$ cat config.mk
export PLATFORM = sky130hd
export DESIGN_NAME = instr_memory_flat
export DESIGN_NICKNAME = d
export VERILOG_FILES = /design/src/rtl/instr_memory_pkg.sv /design/src/rtl/instr_memory_if.sv /design/src/rtl/instr_word_packer.sv /design/src/rtl/instr_memory.sv /design/src/flat_wrapper.sv
export SDC_FILE = /design/constraint.sdc
export NUM_CORES = 2
export LEC_CHECK = 0
export ABC_AREA = 1
export ABC_CLOCK_PERIOD_IN_PS = 5210
export CELL_PAD_IN_SITES_DETAIL_PLACEMENT = 0
export CELL_PAD_IN_SITES_GLOBAL_PLACEMENT = 1
export CORE_MARGIN = 2
export CORE_UTILIZATION = 52
export CTS_CLUSTER_DIAMETER = 120
export DETAILED_ROUTE_END_ITERATION = 6
export PLACE_DENSITY = 0.86
export SETUP_SLACK_MARGIN = 0.4
export SLEW_MARGIN = 20
export SYNTH_ARGS = -nofsm -noshare
export SYNTH_HDL_FRONTEND = slang
export SYNTH_SLANG_ARGS = --single-unit
$ cat constraint.sdc
create_clock -name clk -period 5.21 [get_ports clk]
set_input_delay 1.042 -clock clk [delete_from_list [all_inputs] [get_ports clk]]
set_output_delay 1.042 -clock clk [all_outputs]
set_load 0.1 [all_outputs]
$ cat src/rtl/instr_memory_pkg.sv
// instr_memory_pkg: loader state encoding and default reset-vector base address
package instr_memory_pkg;
    typedef enum logic [1:0] {
        ST_EMPTY   = 2'd0,
        ST_LOADING = 2'd1,
        ST_SEALED  = 2'd2
    } load_state_e;
    localparam logic [31:0] DEFAULT_BASE_ADDR = 32'hBFC00000;
endpackage

$ cat src/rtl/instr_memory_if.sv
// instr_memory_if: CPU fetch port plus byte-stream program loader port
//   instr_address/instr_readdata/fetch_fault : fetch side
//   load_valid/load_byte/load_ready/load_seal : loader handshake
interface instr_memory_if;
    logic [31:0] instr_address;
    logic [31:0] instr_readdata;
    logic        fetch_fault;
    logic        load_valid;
    logic [7:0]  load_byte;
    logic        load_ready;
    logic        load_seal;
    modport master (
        output instr_address, load_valid, load_byte, load_seal,
        input  instr_readdata, fetch_fault, load_ready
    );
    modport slave (
        input  instr_address, load_valid, load_byte, load_seal,
        output instr_readdata, fetch_fault, load_ready
    );
endinterface

$ cat src/rtl/instr_word_packer.sv
// instr_word_packer: assembles big-endian bytes into 32-bit words
//   clk, reset (async active-low)
//   accept      : a byte transfers this edge
//   load_byte   : the byte
//   seal        : seal this edge; flushes any partial word zero-padded
//   commit      : word ready to be written this edge
//   commit_word : full or padded word, including a byte accepted this edge
module instr_word_packer (
    input  logic        clk,
    input  logic        reset,
    input  logic        accept,
    input  logic [7:0]  load_byte,
    input  logic        seal,
    output logic        commit,
    output logic [31:0] commit_word
);
    logic [1:0]  byte_idx_q, byte_idx_d;
    logic [31:0] asm_q, asm_d;
    always_comb begin
        // byte_idx 0 lands in bits 31:24, so shift = 8*(3-idx) = {~idx,3'b0}
        commit_word = accept ? (asm_q | (32'(load_byte) << {~byte_idx_q, 3'b000})) : asm_q;
        // a byte accepted with the seal is folded in first; an empty word is never flushed
        commit      = (accept && byte_idx_q == 2'd3) || (seal && (accept || byte_idx_q != 2'd0));
        byte_idx_d  = commit ? 2'd0 : byte_idx_q + 2'(accept);
        asm_d       = commit ? 32'd0 : commit_word;
    end
    always_ff @(posedge clk or negedge reset) begin
        if (!reset) begin
            byte_idx_q <= 2'd0;
            asm_q      <= 32'd0;
        end else begin
            byte_idx_q <= byte_idx_d;
            asm_q      <= asm_d;
        end
    end
endmodule

$ cat src/rtl/instr_memory.sv
// instr_memory: boot instruction memory filled once by a byte loader, then sealed
//   clk, reset (async active-low), clk_enable (gates loader only)
//   bus        : fetch and loader signals (slave side)
//   sealed     : program frozen
//   word_count : committed words
module instr_memory
    import instr_memory_pkg::*;
#(
    parameter logic [31:0] BASE_ADDR = DEFAULT_BASE_ADDR,
    parameter int          DEPTH     = 64
) (
    input  logic                   clk,
    input  logic                   reset,
    input  logic                   clk_enable,
    instr_memory_if.slave          bus,
    output logic                   sealed,
    output logic [$clog2(DEPTH):0] word_count
);
    localparam int          AW         = $clog2(DEPTH);
    localparam logic [AW:0] FULL_COUNT = DEPTH[AW:0];
    localparam logic [31:0] WIN_BYTES  = 32'(4 * DEPTH);

    load_state_e   state_q, state_d;
    logic [AW:0]   word_count_q, word_count_d;
    logic [31:0]   mem_q [DEPTH];
    logic          accept, seal_go, commit, in_window;
    logic [31:0]   commit_word, offset;
    logic [AW-1:0] idx;

    instr_word_packer u_packer (
        .clk        (clk),
        .reset      (reset),
        .accept     (accept),
        .load_byte  (bus.load_byte),
        .seal       (seal_go),
        .commit     (commit),
        .commit_word(commit_word)
    );

    always_comb begin
        bus.load_ready = clk_enable && state_q != ST_SEALED && word_count_q < FULL_COUNT;
        accept         = bus.load_valid && bus.load_ready;
        seal_go        = clk_enable && bus.load_seal && state_q != ST_SEALED;
        state_d        = seal_go ? ST_SEALED :
                         (accept && state_q == ST_EMPTY) ? ST_LOADING : state_q;
        word_count_d   = word_count_q + {{AW{1'b0}}, commit};
        // addresses below the base wrap to large offsets and fall outside the window
        offset         = bus.instr_address - BASE_ADDR;
        in_window      = offset < WIN_BYTES;
        idx            = offset[AW+1:2];
        bus.fetch_fault    = in_window && bus.instr_address[1:0] != 2'b00;
        // word_count gating hides stale array contents after reset
        bus.instr_readdata = (in_window && !bus.fetch_fault && {1'b0, idx} < word_count_q) ?
                             mem_q[idx] : 32'd0;
    end

    always_ff @(posedge clk or negedge reset) begin
        if (!reset) begin
            state_q      <= ST_EMPTY;
            word_count_q <= '0;
        end else begin
            state_q      <= state_d;
            word_count_q <= word_count_d;
        end
    end

    // commit only occurs while word_count < DEPTH, so the index is always in range
    always_ff @(posedge clk) begin
        if (commit) mem_q[word_count_q[AW-1:0]] <= commit_word;
    end

    assign sealed     = state_q == ST_SEALED;
    assign word_count = word_count_q;
endmodule

$ cat src/flat_wrapper.sv
// flat-port wrapper written by rule: the top's interface ports become plain ports
module instr_memory_flat import instr_memory_pkg::*;
#(
    parameter logic [31:0] BASE_ADDR = DEFAULT_BASE_ADDR,
    parameter int          DEPTH     = 64
)
  (clk, reset, clk_enable, sealed, word_count, bus_instr_address, bus_load_valid, bus_load_byte, bus_load_seal, bus_instr_readdata, bus_fetch_fault, bus_load_ready);
  instr_memory_if bus_i ();
  input  logic clk;
  input  logic reset;
  input  logic clk_enable;
  output logic sealed;
  output logic [$clog2(DEPTH):0] word_count;
  input wire logic [$bits(bus_i.instr_address)-1:0] bus_instr_address;
  input wire logic [$bits(bus_i.load_valid)-1:0] bus_load_valid;
  input wire logic [$bits(bus_i.load_byte)-1:0] bus_load_byte;
  input wire logic [$bits(bus_i.load_seal)-1:0] bus_load_seal;
  output wire logic [$bits(bus_i.instr_readdata)-1:0] bus_instr_readdata;
  output wire logic [$bits(bus_i.fetch_fault)-1:0] bus_fetch_fault;
  output wire logic [$bits(bus_i.load_ready)-1:0] bus_load_ready;
  assign bus_i.instr_address = bus_instr_address;
  assign bus_i.load_valid = bus_load_valid;
  assign bus_i.load_byte = bus_load_byte;
  assign bus_i.load_seal = bus_load_seal;
  assign bus_instr_readdata = bus_i.instr_readdata;
  assign bus_fetch_fault = bus_i.fetch_fault;
  assign bus_load_ready = bus_i.load_ready;
  instr_memory #(.BASE_ADDR(BASE_ADDR), .DEPTH(DEPTH)) u_core (.clk(clk), .reset(reset), .clk_enable(clk_enable), .bus(bus_i), .sealed(sealed), .word_count(word_count));
endmodule
=== Word-level counts from Yosys, hierarchy flattened ===
Memories as Yosys holds them, arrays and structs flattened.
Cells that the tools add are included.

* Equal/unequal tests: 3
* Reductions and logical operators: 18
* Bitwise logic cells: 2
* Order comparisons: 3
* Shifts and indexed selects: 1
* Multiplexer cells: 8
* Add/subtract/negate cells: 3

{| class="wikitable"
|+ Operators by type and width
! operator !! number
|-
| $mux 32 || 3
|-
| $lt 32x9->1 const B || 1
|-
| $or 32x32->32 || 1
|-
| $shl 8x5->32 || 1
|-
| $sub 32x32->32 const B || 1
|-
| $logic_and 1x1->1 || 11
|-
| $add 7x1->7 || 1
|-
| $lt 6x7->1 || 1
|-
| $lt 7x7->1 const B || 1
|-
| $mux 2 || 3
|-
| $reduce_bool 2->1 || 3
|-
| $eq 2x2->1 const B || 2
|-
| $add 2x1->2 || 1
|-
| $logic_not 2->1 || 1
|-
| $logic_or 1x1->1 || 2
|-
| $mux 1 || 2
|-
| $ne 2x2->1 const B || 1
|-
| $not 2->2 || 1
|-
| $logic_not 1->1 || 1
|}

* Memories kept: 1
* Bits in writable memories: 2048
* Word-level logic and storage cells: 43
* Bits in registers: 43
* Bits of input ports: 45
* Output and inout port bits: 42

{| class="wikitable"
|+ Memories
! name !! depth !! width !! read ports !! clocked after Yosys merged registers in !! write ports !! line !! source
|-
| u_core.mem_q || 64 || 32 || 1 || 0 || 1 || instr_memory.sv:25 || <nowiki>logic [31:0] mem_q [DEPTH];</nowiki>
|}

=== Logic depth before layout (Yosys ltp) ===
* Depth in word-level cells: 9
* Depth in mapped cells: 14
* Gate-level depth less buffers: 12

=== Modules after synthesis ===
Synthesis repeated with hierarchy kept, for this count alone.

* Cells, all modules: 7299
* Area total of the unflattened synthesis: 85478.2 µm²

{| class="wikitable"
|+ By module, submodules not included
! module !! area each (µm²) !! seq. area each (µm²) !! times used !! cells each
|-
| instr_memory || 83775.3 || 61724.2 || 1 || 7068
|-
| instr_word_packer || 1702.9 || 850.8 || 1 || 231
|}

=== Worst setup path before layout ===
No wires, ideal clock.

* Path type: in2reg
* Start: input port clk_enable
* End: memory u_core.mem_q[0][0] (data pin)
* Arrival: 4939 ps
* Path buffers: 0
* Stages: 6
* Required time: 4508 ps
* Path slack: -431 ps
* Setup time: 702 ps
* Cells stage by stage: o21ai_1 nor2_2 nand2_2 clkinv_2 nand3_4 o21ai_0

* Cells in the longest elaborated chain, start to end: 4

{| class="wikitable"
|+ RTL lines
! what !! line !! source
|-
| from (decl) || flat_wrapper.sv:11 || <nowiki>input logic clk_enable;</nowiki>
|-
| $logic_and 1x1->1 (2 in series) || instr_memory.sv:41 || <nowiki>bus.load_ready = clk_enable && state_q != ST_SEALED && word_count_q < FULL_COUNT;</nowiki>
|-
| named net bus_load_ready || flat_wrapper.sv:20 || <nowiki>output wire logic [$bits(bus_i.load_ready)-1:0] bus_load_ready;</nowiki>
|-
| $logic_and 1x1->1 || instr_memory.sv:42 || <nowiki>accept = bus.load_valid && bus.load_ready;</nowiki>
|-
| $mux 32 || instr_word_packer.sv:21 || <nowiki>commit_word = accept ? (asm_q | (32'(load_byte) << {~byte_idx_q, 3'b000})) : asm_q;</nowiki>
|-
| named net u_core.commit_word[0] || instr_memory.sv:27 || <nowiki>logic [31:0] commit_word, offset;</nowiki>
|-
| to (decl) || instr_memory.sv:25 ||
|}

The timed path passes the listed nets, and every way through them passes these cells.

=== Worst setup path after layout ===
* Start: input port bus_instr_address[2]
* End: output port bus_instr_readdata[20]

* Cells in the longest elaborated chain, start to end: 7
* Elaborated cells on any way between the ends: 9
* Classes of those cells: 1 x add/sub; 2 x order compare; 1 x mux; 4 x reduce/logical; 1 x memory

{| class="wikitable"
|+ RTL lines
! what !! line !! source
|-
| from (decl) || flat_wrapper.sv:14 || <nowiki>input wire logic [$bits(bus_i.instr_address)-1:0] bus_instr_address;</nowiki>
|-
| $sub 32x32->32 (*) || instr_memory.sv:48 || <nowiki>offset = bus.instr_address - BASE_ADDR;</nowiki>
|-
| $lt 32x9->1 || instr_memory.sv:49 || <nowiki>in_window = offset < WIN_BYTES;</nowiki>
|-
| $logic_and 1x1->1 || instr_memory.sv:51 || <nowiki>bus.fetch_fault = in_window && bus.instr_address[1:0] != 2'b00;</nowiki>
|-
| $logic_not 1->1 || instr_memory.sv:53 || <nowiki>bus.instr_readdata = (in_window && !bus.fetch_fault && {1'b0, idx} < word_count_q) ?</nowiki>
|-
| $logic_and 1x1->1 (2 in series) || instr_memory.sv:53 ||
|-
| $mux 32 (*) || instr_memory.sv:53 ||
|-
| to (decl) || flat_wrapper.sv:18 || <nowiki>output wire logic [$bits(bus_i.instr_readdata)-1:0] bus_instr_readdata;</nowiki>
|}

Mark *: on every way between the ends. The rest lies on a longest branch, timed or not.

==> flow_metrics.env <==
export IMPL_status="complete, no violations"
export IMPL_synth_edf_count=2048
export IMPL_drc=0
export IMPL_htreeDepth=4
export IMPL_worst_path_max_delay_cell="inv_16"
export IMPL_core_um2=162800
export IMPL_drt_iter0_drc=7713
export IMPL_synth_area_leaders="edfxtp_1 72%, nand3_1 11%, nand2_1 9.6%"
export IMPL_fin_skew_ns=0.02226
export IMPL_synth_seq_area_share_pct=73.36
export IMPL_grt_ovfl_total=0
export IMPL_die_width_um=409.0
export IMPL_die_area_um2=167300
export IMPL_async_flop_share_pct=2.056
export IMPL_vias_per_cell=5.937
export IMPL_syn_num_nets=7258
export IMPL_pwr_share_clk_pct=40.8
export IMPL_nets=7331
export IMPL_reg2reg_depth=7
export IMPL_routedWlPerCell_um=24.47
export IMPL_synth_cell_type_count=34
export IMPL_p_comb_share_pct=5.3
export IMPL_setup_viol=0
export IMPL_grt_pass1_wl_um=347200
export IMPL_finalCritPeriodShare_pct=92.79
export IMPL_drive_gt1_share_pct=9.669
export IMPL_post_place_ws_ns=0.2339
export IMPL_crit_arrival_ns=3.79
export IMPL_synth_most_common_cell="nand2_1"
export IMPL_setup_worst_path_class="input pin to output pin"
export IMPL_postCtsSetupBuffers=0
export IMPL_cp_data_required_time_ns=4.17
export IMPL_path_clk_slew_ns=0.06
export IMPL_crit_chain="buf_8, inv_16, buf_12, nand2_1, nand3_1, nand2_1, nand3_1, a21oi_1, nor2_4, buf_12, nand2_1, nor2_2, buf_12"
export IMPL_syn_area_um2=85300
export IMPL_report_final_hold_viol_count=0
export IMPL_area_growth_pct=13.23
export IMPL_power_mw=33.86
export IMPL_tightest_slew_ns=1.170
export IMPL_cts_hold_buf=0
export IMPL_syn_area_per_cell_um2=11.84
export IMPL_power_density_nw_per_um2=350.6
export IMPL_cts_tree="yes"
export IMPL_fin_crit_ns=4.834
export IMPL_antenna_found_initial=2
export IMPL_final_max_slew_viol_count=0
export IMPL_place_gp_congestion=0.8293
export IMPL_path_delay_family="buffers and inverters"
export IMPL_design_area_um2=96580
export IMPL_cts_root_buf="clkbuf_16"
export IMPL_worstHoldPathType="input pin to async pin"
export IMPL_cp_num_cells=13
export IMPL_endpoint_kind="output pin"
export IMPL_ant_nets=0
export IMPL_synthTopCellsByCount="2181 x nand2_1, 2048 x edfxtp_1, 1809 x nand3_1"
export IMPL_dpl_hpwl_um=126100
export IMPL_power_switching_mw=7.370
export IMPL_p_sw_share_pct=21.77
export IMPL_ioPinCount=87
export IMPL_leakagePower_nw=34.42
export IMPL_synth_ff_latch_count=2091
export IMPL_synth_flop_cell="edfxtp_1"
export IMPL_max_vdd_ir_drop_mv=0.2770
export IMPL_vias=57075
export IMPL_p_int_mw=26.49
export IMPL_synthCells=7205
export IMPL_clock_path_buffers=3
export IMPL_drv_cap=0
export IMPL_max_freq_mhz=206.9
export IMPL_dr_pass1_iters=6
export IMPL_grt_max_degree=133
export IMPL_first_global_vias=54501
export IMPL_numCtsBuffers=204
export IMPL_synth_warnings=0
export IMPL_initial_core_util_pct=52.41
export IMPL_pwr_share_seq_pct=53.9
export IMPL_clkLatencyLatePin_ns=0.84
export IMPL_die_y_um=409.0
export IMPL_yosysTopAreaCellShare_pct=72.10
export IMPL_fin_util_pct=59.34
export IMPL_setup_slack_ns=0.3756
export IMPL_place_area_um2=90380
export IMPL_critPathMaxFanout=67
export IMPL_setup_worst_path_start_class="input pin"
export IMPL_clock_sinks=2091
export IMPL_slowest_delay_ns=0.30
export IMPL_grt_setup_unrepaired="yes"
export IMPL_grt_total_usage_pct=27.84
export IMPL_crit_buf_inv=5
export IMPL_rows=148
export IMPL_port_buffers=86
export IMPL_synth_top_area_cell="edfxtp_1"
export IMPL_worst_hold_slack_ns=0.2246
export IMPL_wl_um=235200
export IMPL_slew_headroom_pct=21.99
-- final cells by class --
cell class | count | area, µm²
timing repair buffer | 324 | 4150
clock buffer | 272 | 5505
sequential | 2091 | 62580
clock inverter | 92 | 654.4
inverter | 248 | 989.7
multi-input combinational | 4409 | 19980
tap | 2175 | 2721
fill | 12488 | 66190
antenna | 2 | 5.005
-- registers in the layout, indices dropped and copies added, names as in the netlist --
| signal | count |
|---|---|
| u_core.state_q | 2 |
| u_core.mem_q | 2048 |
| u_core.u_packer.byte_idx_q | 2 |
| u_core.word_count | 7 |
| u_core.u_packer.asm_q | 32 |
-- kinds of logic after synthesis --
group	after synthesis	share of synthesized area, %
AOI/OAI and AO/OA	104	0.7613
and+or+nand+nor	4291	21.80
DFF	2091	73.36
xor gates and xnor gates	6	0.06161
adders and majority gates	8	0.1173
buffers and inverters	705	3.900
-- routing by layer --
layer	part of all wire [%]	vias to the layer above	global-route usage (%)
met5	0.011	-	0
met4	3.4	4	10.29
met3	11	476	4.634
met2	47	3238	44.43
met1	39	27962	38.70
li1	-	25395	-
-- path summary, 6_finish.rpt --
check / from / endpoint / slack, ns
max reg2reg: u_core.state_q[0]$_DFFE_PN0P_ / u_core.mem_q[38][25]$_DFFE_PP_ / 1.62
max in group asynchronous: reset / u_core.u_packer.byte_idx_q[1]$_DFF_PN0_ / 4.58
min in group clk: u_core.state_q[1]$_DFFE_PN0P_ / u_core.state_q[1]$_DFFE_PN0P_ / 0.49
max: bus_instr_address[2] / bus_instr_readdata[20] / 0.38
min: reset / u_core.word_count[6]$_DFF_PN0_ / 0.22
min reg2reg: u_core.state_q[1]$_DFFE_PN0P_ / u_core.state_q[1]$_DFFE_PN0P_ / 0.49
-- power by group through the flow --
| stage | Sequential (mW) | Clock, mW | Combinational, mW |
|---|---|---|---|
| 2_1_floorplan | 18.6 | 0 | 1.15 |
| 3_3_place_gp | 18.6 | 0 | 1.73 |
| 3_5_place_dp | 18.6 | 0 | 1.76 |
| 4_1_cts | 18.3 | 13.9 | 1.77 |
| 5_1_grt | 18.2 | 14.6 | 1.95 |
| 6_report | 18.3 | 13.8 | 1.79 |
-- per-stage QoR --
stage / TNS (ns) / std cells
finish: 0 / 9613
global route: 0 / 9611
CTS: 0 / 9611
detailed placement: 0 / 9247
global placement: 0 / 9247
floorplan: -220.61 / 7205
-- what timing repair did --
action	in CTS	in global routing
pin swaps	0	0
resized for setup	4	8
endpoints found under the setup margin	4	10
-- cells in the final DEF, fill, tap and decap left out, drive strengths merged, types with 3 or more instances in the layout --
cell type      count
xor2               5
nand3           1810
o211ai            32
nor2             227
or2               59
clkinvlp           3
clkbuf           272
ha                 8
bufinv             7
o21ai             38
edfxtp          2048
clkinv            94
nand2           2185
nor3               8
inv              236
a31oi             24
dfrtp             43
buf              282
clkdlybuf4s50     42
a21oi              8
Power figures use the tool's default switching activity.
